<file path="src/rtl/mem_bus_pkg.sv">
// Shared definitions for the memory-interconnect arbiter: state encoding,
// default sizing and well-known requester indices.
package mem_bus_pkg;

  localparam int unsigned NREQ_DEF          = 4;
  localparam int unsigned GRANT_TIMEOUT_DEF = 8;
  localparam int unsigned CNT_W_DEF         = 4;

  localparam int unsigned REQ_ICACHE = 0;
  localparam int unsigned REQ_DCACHE = 1;

  typedef enum logic [1:0] {
    ARB_IDLE  = 2'd0,
    ARB_GRANT = 2'd1,
    ARB_BUSY  = 2'd2,
    ARB_TURN  = 2'd3
  } arb_state_e;

endpackage

</file>
<file path="src/rtl/rr_pick.sv">
// Round-robin picker: first asserted request at or after rr_ptr, wrapping mod NREQ.
module rr_pick #(
  parameter  int unsigned NREQ = 4,
  localparam int unsigned IW   = $clog2(NREQ)
) (
  input  logic [NREQ-1:0] req,
  input  logic [IW-1:0]   rr_ptr,
  output logic [IW-1:0]   winner,
  output logic            any_req
);

  logic [IW-1:0] idx;

  always_comb begin
    winner  = '0;
    any_req = 1'b0;
    idx     = '0;
    for (int unsigned k = 0; k < NREQ; k++) begin
      idx = IW'((32'(rr_ptr) + k) % NREQ);
      if (!any_req && req[idx]) begin
        any_req = 1'b1;
        winner  = idx;
      end
    end
  end

endmodule

</file>
<file path="src/rtl/mem_bus_arbiter.sv">
// Round-robin owner arbiter for the shared tristate memory bus, with a
// turnaround cycle between owners and revocation of unclaimed grants.
module mem_bus_arbiter
  import mem_bus_pkg::*;
#(
  parameter  int unsigned NREQ          = NREQ_DEF,
  parameter  int unsigned GRANT_TIMEOUT = GRANT_TIMEOUT_DEF,
  parameter  int unsigned CNT_W         = CNT_W_DEF,
  localparam int unsigned IW            = $clog2(NREQ)
) (
  input  logic            clk,
  input  logic            reset,
  input  logic [NREQ-1:0] req,
  input  logic            bus_busy_in,
  output logic [NREQ-1:0] grant,
  output logic [IW-1:0]   owner,
  output logic            owner_valid,
  output logic            bus_idle,
  output logic            grant_timeout,
  output logic            protocol_err
);

  arb_state_e      state_q, state_d;
  logic [IW-1:0]   rr_ptr, rr_d;
  logic [CNT_W-1:0] tcnt, tcnt_d;
  logic [NREQ-1:0] grant_d;
  logic [IW-1:0]   owner_d, winner, owner_next;
  logic            owner_valid_d, bus_idle_d, timeout_d, perr_d, any_req;

  rr_pick #(.NREQ(NREQ)) u_pick (
    .req     (req),
    .rr_ptr  (rr_ptr),
    .winner  (winner),
    .any_req (any_req)
  );

  // Pointer advances past the owner on every release so a dead requester cannot starve others.
  assign owner_next = (owner == IW'(NREQ - 1)) ? '0 : owner + IW'(1);

  always_comb begin
    state_d       = state_q;
    rr_d          = rr_ptr;
    tcnt_d        = tcnt;
    grant_d       = '0;
    owner_d       = owner;
    owner_valid_d = 1'b0;
    bus_idle_d    = 1'b0;
    timeout_d     = 1'b0;
    perr_d        = protocol_err;
    case (state_q)
      ARB_IDLE: begin
        bus_idle_d = 1'b1;
        if (bus_busy_in) begin
          perr_d = 1'b1;
        end else if (any_req) begin
          state_d       = ARB_GRANT;
          grant_d       = NREQ'(1) << winner;
          owner_d       = winner;
          owner_valid_d = 1'b1;
          bus_idle_d    = 1'b0;
          tcnt_d        = '0;
        end
      end
      ARB_GRANT: begin
        if (bus_busy_in) begin
          state_d       = ARB_BUSY;
          owner_valid_d = 1'b1;
        end else if (!req[owner]) begin
          state_d = ARB_TURN;
          rr_d    = owner_next;
        end else if (tcnt == CNT_W'(GRANT_TIMEOUT - 1)) begin
          state_d   = ARB_TURN;
          rr_d      = owner_next;
          timeout_d = 1'b1;
        end else begin
          grant_d       = grant;
          owner_valid_d = 1'b1;
          tcnt_d        = tcnt + CNT_W'(1);
        end
      end
      ARB_BUSY: begin
        if (bus_busy_in) begin
          owner_valid_d = 1'b1;
        end else begin
          state_d = ARB_TURN;
          rr_d    = owner_next;
        end
      end
      ARB_TURN: begin
        state_d    = ARB_IDLE;
        bus_idle_d = 1'b1;
      end
      default: begin
        state_d    = ARB_IDLE;
        bus_idle_d = 1'b1;
      end
    endcase
  end

  always_ff @(posedge clk or negedge reset) begin
    if (!reset) begin
      state_q       <= ARB_IDLE;
      rr_ptr        <= '0;
      tcnt          <= '0;
      grant         <= '0;
      owner         <= IW'(REQ_ICACHE);
      owner_valid   <= 1'b0;
      bus_idle      <= 1'b1;
      grant_timeout <= 1'b0;
      protocol_err  <= 1'b0;
    end else begin
      state_q       <= state_d;
      rr_ptr        <= rr_d;
      tcnt          <= tcnt_d;
      grant         <= grant_d;
      owner         <= owner_d;
      owner_valid   <= owner_valid_d;
      bus_idle      <= bus_idle_d;
      grant_timeout <= timeout_d;
      protocol_err  <= perr_d;
    end
  end

endmodule

</file>
<file path="config.mk">
export PLATFORM = sky130hd
export DESIGN_NAME = mem_bus_arbiter
export DESIGN_NICKNAME = d
export VERILOG_FILES = /design/src/rtl/mem_bus_pkg.sv /design/src/rtl/rr_pick.sv /design/src/rtl/mem_bus_arbiter.sv
export SDC_FILE = /design/constraint.sdc
export NUM_CORES = 1
export LEC_CHECK = 0
export CORE_UTILIZATION = 41
export CTS_CLUSTER_DIAMETER = 30
export DETAILED_ROUTE_END_ITERATION = 10
export SYNTH_ARGS = -nofsm -noshare
export SYNTH_HDL_FRONTEND = slang
export SYNTH_SLANG_ARGS = --single-unit
export TNS_END_PERCENT = 10
</file>
<file path="constraint.sdc">
create_clock -name clk -period 2.3 [get_ports clk]
set_input_delay 0.345 -clock clk [delete_from_list [all_inputs] [get_ports clk]]
set_output_delay 0.345 -clock clk [all_outputs]
set_load 0.01 [all_outputs]
</file>
==> results of run 1 <==
==> layout make-up <==
| class | count | area (µm²) | share of cell area [%] |
|---|---|---|---|
| multi-input cells | 78 | 567 | 43.4 |
| flip-flops and latches | 18 | 452 | 34.6 |
| repair buffers | 19 | 183 | 14.0 |
| well taps | 30 | 37.5 | 2.88 |
| clock buffers | 4 | 36.3 | 2.78 |
| inverters | 8 | 30.0 | 2.30 |
==> metrics by stage <==
stage	hold slack [ns]	area [µm²]	instances	util (%)
final	0.356	1310	157	53.2
after CTS	0.364	1310	157	53.2
after floorplan	0.0494	1060	106	-
after global placement	0.438	1270	153	51.7
after global routing	0.394	1310	157	53.2
after detailed placement	0.445	1270	153	51.7
==> report_power, final <==
| group | total, mW | switching [mW] | internal [mW] |
|---|---|---|---|
| sequential | 0.540 | 0.112 | 0.428 |
| clock | 0.205 | 0.108 | 0.0967 |
| combinational | 0.716 | 0.366 | 0.350 |
| total | 1.46 | 0.587 | 0.875 |
==> worst register-to-register path, cell delays in order (launching register included) <==
cell	delay (ns)
dfrtp_1	0.44
inv_1	0.10
ha_1	0.24
nand2_1	0.11
o22ai_2	0.24
and3_4	0.29
nor2_2	0.05
a211o_1	0.30
==> sequential cells by signal, indices dropped and copies added, names as in the netlist <==
register	cells
grant	4
tcnt	4
owner	2
rr_ptr	2
state_q	2
bus_idle	1
grant_timeout	1
owner_valid	1
protocol_err	1
==> logic make-up (layout without fill, tap and decap cells) <==
| kind of cell | Yosys count | after routing | synth area share [%] |
|---|---|---|---|
| AOI/OAI and AO/OA | 34 | 34 | 22.6 |
| adders and majority gates | 6 | 6 | 7.05 |
| buffers and inverters | 10 | 31 | 4.35 |
| DFF | 18 | 18 | 42.4 |
| muxes | 5 | 5 | 5.40 |
| and+or+nand+nor | 33 | 33 | 18.2 |
==> final timing paths <==
path | start | endpoint | slack [ns] | cells after the start
setup / recovery | state_q[1] | tcnt[3] | 0.43 | 7
hold / removal | reset | state_q[0] | 0.36 | 2
setup reg to reg | state_q[1] | tcnt[3] | 0.43 | 7
hold reg to reg | protocol_err | protocol_err | 0.47 | 1
max in group asynchronous | reset | bus_idle | 1.69 | 2
min in group clk | protocol_err | protocol_err | 0.47 | 1
==> routing by layer <==
layer  up-vias  global-route usage, %  wire length [µm]
li1        434                      -                 -
met1       440                   23.6              1030
met2        23                   33.5              1070
met3         7                   3.16                99
met4         0                   10.5                57
met5         -                      0                 0
==> placed cells by master, fill, tap and decap left out, types with 2 or more instances in the layout <==
master            n
dfrtp_1          17
clkdlybuf4s50_1  16
o21ai_0           9
inv_1             8
nand2_1           7
nor2_1            6
ha_1              6
nand3_1           5
nor3_1            4
a21oi_1           3
mux2_2            3
clkbuf_4          3
buf_4             3
a31oi_1           2
o22a_1            2
o22ai_1           2
a22o_1            2
o21ai_1           2
o211a_1           2
==> results_dict.tcl, run 1 <==
set metrics [dict create \
    status "completed" \
    hold_buffers 0 \
    design.portCount 17 \
    vias 904 \
    yosys_register_bits 18 \
    fin_setup_tns_ns 0 \
    worstSetupPathType "register to register" \
    n_antenna_cell 0 \
    max-slew-margin-rel_pct 74.0 \
    synth_area_leaders "dfrtp_1, ha_1, o21ai_0, mux2_2, inv_1" \
    root_buffer "clkbuf_4" \
    via_per_inst 5.76 \
    antenna_found_initial 0 \
    initial_utilization_pct 43.4 \
    setup_ws_ns 0.427 \
    layout.nets 141 \
    antenna_left 0 \
    seq_area_frac_synth_pct 42.4 \
    grt_util_all_layers_pct 19.7 \
    synthArstFlopShare_pct 100 \
    num-fill-cells 233 \
    finalCritPeriodShare_pct 81.4 \
    drcViolationCount 0 \
    cp_data_arrival_time_ns 2.07 \
    gp_congestion 0.874 \
    synthTopCellsByCount "dfrtp_1, o21ai_0, inv_1" \
    syn_area_per_cell_um2 10.0 \
    holdCritPathClass "primary input to async pin" \
    drive_above_1_share_pct 15.0 \
    cts_setup_buffers 0 \
    p_total_mw 1.46 \
    die_area_mm2 0.00280 \
    peakVddDrop_v 0.000530 \
    std_cell_rows 18 \
    startpoint_type "register" \
    critical_path.n_buffers_inverters 1 \
    ys_warn_count 0 \
    synth-edff-count 0 \
    port-buffer-count 16 \
    synth_cells 106 \
    max_slew.worst_pin.slew_ns 0.387 \
    crit_chain "inv_1 > ha_1 > nand2_1 > o22ai_2 > and3_4 > nor2_2 > a211o_1" \
    dr.pass1.iters 4 \
    p_leak_nw 0.564 \
    grt_pass1_wl_um 4010 \
    dpl.hpwl_um 1700 \
    yosysTopAreaCell "dfrtp_1" \
    crit_slowest_cell "dfrtp_1" \
    period_minus_slack_ns 1.87 \
    drt_wl_total_um 2260 \
    cts-buffers-inserted 3 \
    hold_viol 0 \
    path_clk_slew_ns 0.11 \
    yosysUniqueCellTypes 42 \
    htreeDepth 1 \
    initialDrtViolationCount 13 \
    syn_area_mm2 0.00106 \
    grt_max_degree 19 \
    grt_pass1_vias 945 \
    drv_slew 0 \
    ctsResizeCount 0 \
    die_h_um 53.0 \
    grt_setup_unrepaired "false" \
    syn_to_final_growth_pct 22.6 \
    cts_tree "yes" \
    yosysMostFrequentCell "dfrtp_1" \
    setup_viol 0 \
    powerDensity_mw_per_mm2 1120 \
    cp.required_ns 2.50 \
    place_ws_ns 0.164 \
    avgRoutedWirePerCell_um 14.4 \
    path_max_fanout 9 \
    finalClockSkew_ns 0.000899 \
    grt_overflow 0 \
    die_x_um 53.0 \
    synth_nets 119 \
    cap_violations 0 \
    ys.flop_type "dfrtp_1" \
    yosysTopAreaCellShare_pct 40.0 \
    slowest_delay_ns 0.44 \
    worst_skew_pair.late_latency_ns 0.30 \
    clock-sinks 18 \
    core-area_mm2 0.00245 \
    fmax_ghz 0.534 \
    cp_top_family "compound AO/OA/AOI/OAI gates" \
    critPathCaptureType "register" \
    cts.path.max_buffers 2 \
]
Note: power is estimated with default switching activity, not from simulation.
==> run 2: changes to the inputs <==
--- a/config.mk
+++ b/config.mk
@@ -8,6 +8,7 @@
 export CORE_UTILIZATION = 41
 export CTS_CLUSTER_DIAMETER = 30
 export DETAILED_ROUTE_END_ITERATION = 10
+export PLACE_DENSITY = 0.66
 export SYNTH_ARGS = -nofsm -noshare
 export SYNTH_HDL_FRONTEND = slang
 export SYNTH_SLANG_ARGS = --single-unit
==> constraint.sdc (replaced) <==
create_clock -name clk -period 1.6 [get_ports clk]
set_input_delay 0.24 -clock clk [delete_from_list [all_inputs] [get_ports clk]]
set_output_delay 0.24 -clock clk [all_outputs]
set_load 0.01 [all_outputs]
==> run 2 against run 1 <==
Compared with the run above: clock skew grew 0.0095 ns; design area grew 24%; largest cell class unchanged; global-route usage increased by 3.9 points; the run now ends with negative setup slack left; via count grew 18%; worst setup slack worse by 0.51 ns; count of clock-buffer cells in the layout stayed put; combinational power is 130% higher; sequential cell count did not move; wire length grew 38%; sequential power grew 42%.
==> results_dict.tcl, run 2 (synthesis gave the netlist of run 1 again) <==
set metrics [dict create \
    status "finished with violations" \
    violations "negative setup slack" \
    grt_util_all_layers_pct 23.6 \
    placed_area_mm2 0.00145 \
    core-area_mm2 0.00245 \
    period_minus_slack_ns 1.69 \
    setup_ws_ns -0.0857 \
    grt_pass1_vias 1039 \
    dr.pass1.iters 4 \
    cts-buffers-inserted 3 \
    finalClockSkew_ns 0.0104 \
    drt_wl_total_um 3110 \
    n_antenna_cell 0 \
    syn_to_final_growth_pct 51.7 \
    grt_pass1_wl_um 4690 \
    holdCritPathClass "primary input to async pin" \
    place_ws_ns -0.385 \
    vias 1068 \
    die_x_um 53.0 \
    setup_viol 10 \
    worst_skew_pair.late_latency_ns 0.31 \
    cp.required_ns 1.80 \
    cp_data_arrival_time_ns 1.89 \
    htreeDepth 1 \
    port-buffer-count 16 \
    p_leak_nw 0.747 \
    die_h_um 53.0 \
    initialDrtViolationCount 35 \
    drcViolationCount 0 \
    antenna_left 0 \
    cap_violations 0 \
    finalCritPeriodShare_pct 105 \
    grt_setup_unrepaired "true" \
    avgRoutedWirePerCell_um 16.5 \
    clock-sinks 18 \
    grt_overflow 0 \
    max-slew-margin-rel_pct 72.2 \
    regArea_um2 453 \
    antenna_found_initial 0 \
    grt_max_degree 12 \
    drive_above_1_share_pct 39.6 \
    critPathCaptureType "register" \
    peakVddDrop_v 0.00118 \
    powerDensity_mw_per_mm2 1670 \
    startpoint_type "register" \
    worstSetupPathType "register to register" \
    cts.path.max_buffers 2 \
    placedCellCount 177 \
    dpl.hpwl_um 2100 \
    gp_congestion 0.823 \
    cts_tree "yes" \
    stdcell_count 189 \
    path_max_fanout 6 \
    std_cell_rows 18 \
    num-fill-cells 186 \
    root_buffer "clkbuf_4" \
    stdcell_area_mm2 0.00162 \
    fmax_ghz 0.593 \
    reg_top3 "grant (4), tcnt (4)" \
    initial_utilization_pct 43.4 \
    drv_slew 0 \
    path_clk_slew_ns 0.12 \
    max_slew.worst_pin.slew_ns 0.415 \
    multi_input_area_um2 644 \
    design.portCount 17 \
    p_total_mw 2.70 \
    layout.nets 173 \
    final_common_cell "buf_4" \
    layout_common_cells "buf_4, dfrtp_1, clkdlybuf4s50_1, o21ai_0" \
    via_per_inst 5.65 \
    die_area_mm2 0.00280 \
    hold_viol 0 \
]
==> run 2: cell type report <==
type                    count  area share (%)
well taps                  30            2.32
multi-input cells          78            39.9
clock buffers               4            2.25
flip-flops and latches     18            28.0
inverters                   8            1.86
repair buffers             51            25.6
==> run 2: worst paths after layout <==
kind                         startpoint           end  slack [ns]  cells past startpoint
max in group asynchronous         reset       tcnt[2]        0.88                      2
hold / removal                    reset    state_q[1]        0.21                      1
setup reg to reg             state_q[1]       tcnt[3]       -0.09                      7
setup / recovery             state_q[1]       tcnt[3]       -0.09                      7
hold reg to reg            protocol_err  protocol_err        0.47                      1
min in group clk           protocol_err  protocol_err        0.47                      1
==> run 2: worst max-delay path, stage by stage (launching register included) <==
cell and delay (ns):
dfrtp_1 0.41, inv_2 0.09, ha_4 0.16, nand2_4 0.07
o22ai_4 0.23, and3_4 0.27, nor2_2 0.05, a211o_1 0.29
==> run 2: stage by stage <==
stage	hold slack [ns]	setup TNS [ns]	utilization [%]
2_1_floorplan	-0.0556	-0.790	-
3_3_place_gp	0.439	-4.34	59.0
3_5_place_dp	0.451	-5.05	59.0
4_1_cts	0.224	-0.278	65.0
5_1_grt	0.239	-1.21	65.8
6_report	0.205	-0.454	65.8
==> run 2: power by group <==
group	internal [mW]	switching (mW)	total [mW]
Sequential	0.618	0.149	0.766
Clock	0.139	0.168	0.307
Combinational	0.850	0.776	1.63
Total	1.61	1.09	2.70
==> run 2: layer usage <==
layer	global-route usage [%]	vias up	part of all wire, %
met3	3.74	7	5.8
met2	40.7	41	50
met5	0	-	0
met4	7.89	0	1.9
li1	-	499	-
met1	29.6	521	43
==> run 2: what timing repair did <==
action	in CTS	in global routing
hold buffers	0	0
pin swaps	5	4
gates resized for setup	20	6
setup endpoints to repair	14	12
buffers inserted	8	0
gates cloned	0	0
==> run 3: changes to the inputs <==
--- a/config.mk
+++ b/config.mk
@@ -5,10 +5,9 @@
 export SDC_FILE = /design/constraint.sdc
 export NUM_CORES = 1
 export LEC_CHECK = 0
-export CORE_UTILIZATION = 41
+export CORE_UTILIZATION = 40
 export CTS_CLUSTER_DIAMETER = 30
 export DETAILED_ROUTE_END_ITERATION = 10
-export PLACE_DENSITY = 0.66
 export SYNTH_ARGS = -nofsm -noshare
 export SYNTH_HDL_FRONTEND = slang
 export SYNTH_SLANG_ARGS = --single-unit
==> run 3 against run 2 <==
Compared with the run above: the flow still finishes with violations (negative setup slack); core utilization is 2.9 points lower; cell count is 2.6% lower; non-clock buffer count is 5 lower; count of clock-buffer cells in the layout stayed put; sequential power is 3% lower; sequential share of layout area is 0.78 points higher; global-route usage is 1.6 points lower; hold slack worse by 0.018 ns; clock skew is 0.0020 ns higher; fmax is 1.6% higher; critical path type unchanged.
==> results_dict.tcl, run 3 (synthesis gave the netlist of run 1 again) <==
set metrics [dict create \
    status "finished with violations" \
    violations "negative setup slack" \
    grt_util_all_layers_pct 22.0 \
    r2r-start "state_q[1]" \
    grt_pass1_wl_um 4480 \
    cp_data_arrival_time_ns 1.84 \
    path_max_fanout 5 \
    placedCellCount 177 \
    max-slew-margin-rel_pct 75.1 \
    worst_skew_pair.late_latency_ns 0.30 \
    via_per_inst 5.38 \
    syn_to_final_growth_pct 47.6 \
    hold_buffers 0 \
    design.portCount 17 \
    grt_max_degree 14 \
    cts_tree "yes" \
    drive_above_1_share_pct 35.7 \
    layout_common_cells "buf_4, dfrtp_1, o21ai_0, clkdlybuf4s50_1, inv_1" \
    drt_wl_total_um 2650 \
    avgRoutedWirePerCell_um 14.4 \
    startpoint_type "register" \
    root_buffer "clkbuf_4" \
    dr.pass1.iters 4 \
    antenna_found_initial 0 \
    die_h_um 53.6 \
    n_antenna_cell 0 \
    path_clk_slew_ns 0.12 \
    cap_violations 0 \
    critPathCaptureType "register" \
    clock-sinks 18 \
    max_slew.worst_pin.slew_ns 0.373 \
    std_cell_rows 18 \
    dpl.hpwl_um 2000 \
    initialDrtViolationCount 10 \
    port-buffer-count 16 \
    final_common_cell "buf_4" \
    peakVddDrop_v 0.000980 \
    stdcell_area_mm2 0.00157 \
    drcViolationCount 0 \
    holdCritPathClass "primary input to async pin" \
    powerDensity_mw_per_mm2 1600 \
    reg_top3 "grant (4), tcnt (4)" \
    stdcell_count 184 \
    gp_congestion 0.870 \
    hold_viol 0 \
    rrSetupSlack_ns -0.06 \
    period_minus_slack_ns 1.66 \
    cts.path.max_buffers 2 \
    drv_slew 0 \
    antenna_left 0 \
    die_x_um 53.6 \
    vias 990 \
    grt_setup_unrepaired "true" \
    grt_overflow 0 \
    finalClockSkew_ns 0.0124 \
    worstReg2RegEnd "tcnt[3]" \
    reg2regPathDepth 7 \
    core-area_mm2 0.00250 \
    setup_viol 6 \
    setup_ws_ns -0.0596 \
    num-fill-cells 219 \
    htreeDepth 1 \
    finalCritPeriodShare_pct 104 \
    die_area_mm2 0.00287 \
    grt_pass1_vias 1032 \
    placed_area_mm2 0.00146 \
    fin_setup_tns_ns -0.210 \
    cts-buffers-inserted 3 \
    p_leak_nw 0.746 \
    worstSetupPathType "register to register" \
    layout.nets 168 \
    fmax_ghz 0.603 \
    cp.required_ns 1.78 \
    initial_utilization_pct 42.6 \
]
run 3: how the worst max path moves through the flow:
| stage | startpoint | endpoint | slack (ns) | depth (start not counted) |
|---|---|---|---|---|
| after global placement | req[1] | state_q[1] | -0.36 | 5 |
| after floorplan | state_q[1] | tcnt[1] | -0.17 | 9 |
| after CTS | state_q[1] | tcnt[3] | -0.06 | 7 |
| final | state_q[1] | tcnt[3] | -0.06 | 7 |
| after global routing | state_q[1] | tcnt[1] | -0.14 | 7 |
| after detailed placement | req[1] | tcnt[1] | -0.37 | 5 |
run 3: what timing repair did:
action	CTS	global route
buffers inserted	3	0
pin swaps	4	2
gates resized for setup	13	6
endpoints found under the setup margin	13	16
run 3: cell type report:
cell class,count,area (µm²),share of cell area [%]
flip-flops and latches,18,453,28.8
clock buffers,4,36.3,2.31
inverters,8,30.0,1.91
multi-input cells,78,614,39.1
well taps,30,37.5,2.39
repair buffers,46,400,25.5
run 3: routing by layer:
layer / global-route usage (%) / wire length (µm) / vias up
li1: - / - / 488
met1: 25.8 / 1180 / 474
met2: 40.4 / 1340 / 22
met3: 3.39 / 73 / 6
met4: 7.02 / 50 / 0
met5: 0 / 0 / -
run 3: metrics by stage:
step	total power, mW	util [%]	setup WS [ns]	hold WS, ns
6_report	2.51	62.9	-0.0596	0.188
4_1_cts	2.49	62.1	-0.0563	0.205
2_1_floorplan	1.50	-	-0.174	-0.0556
5_1_grt	2.72	62.9	-0.138	0.200
3_5_place_dp	2.12	58.5	-0.369	0.454
3_3_place_gp	2.08	58.5	-0.356	0.438
run 3: critical path, cell delays in order, from the launching register on:
cell	delay, ns
dfrtp_1	0.41
inv_2	0.08
ha_4	0.15
nand2_2	0.08
o22ai_4	0.22
and3_4	0.27
nor2_2	0.05
a211o_1	0.29
run 3: report_power, final:
group / total (mW) / switching [mW] / internal, mW
clock network: 0.293 / 0.155 / 0.139
logic: 1.47 / 0.684 / 0.785
registers: 0.746 / 0.128 / 0.618
total: 2.51 / 0.967 / 1.54
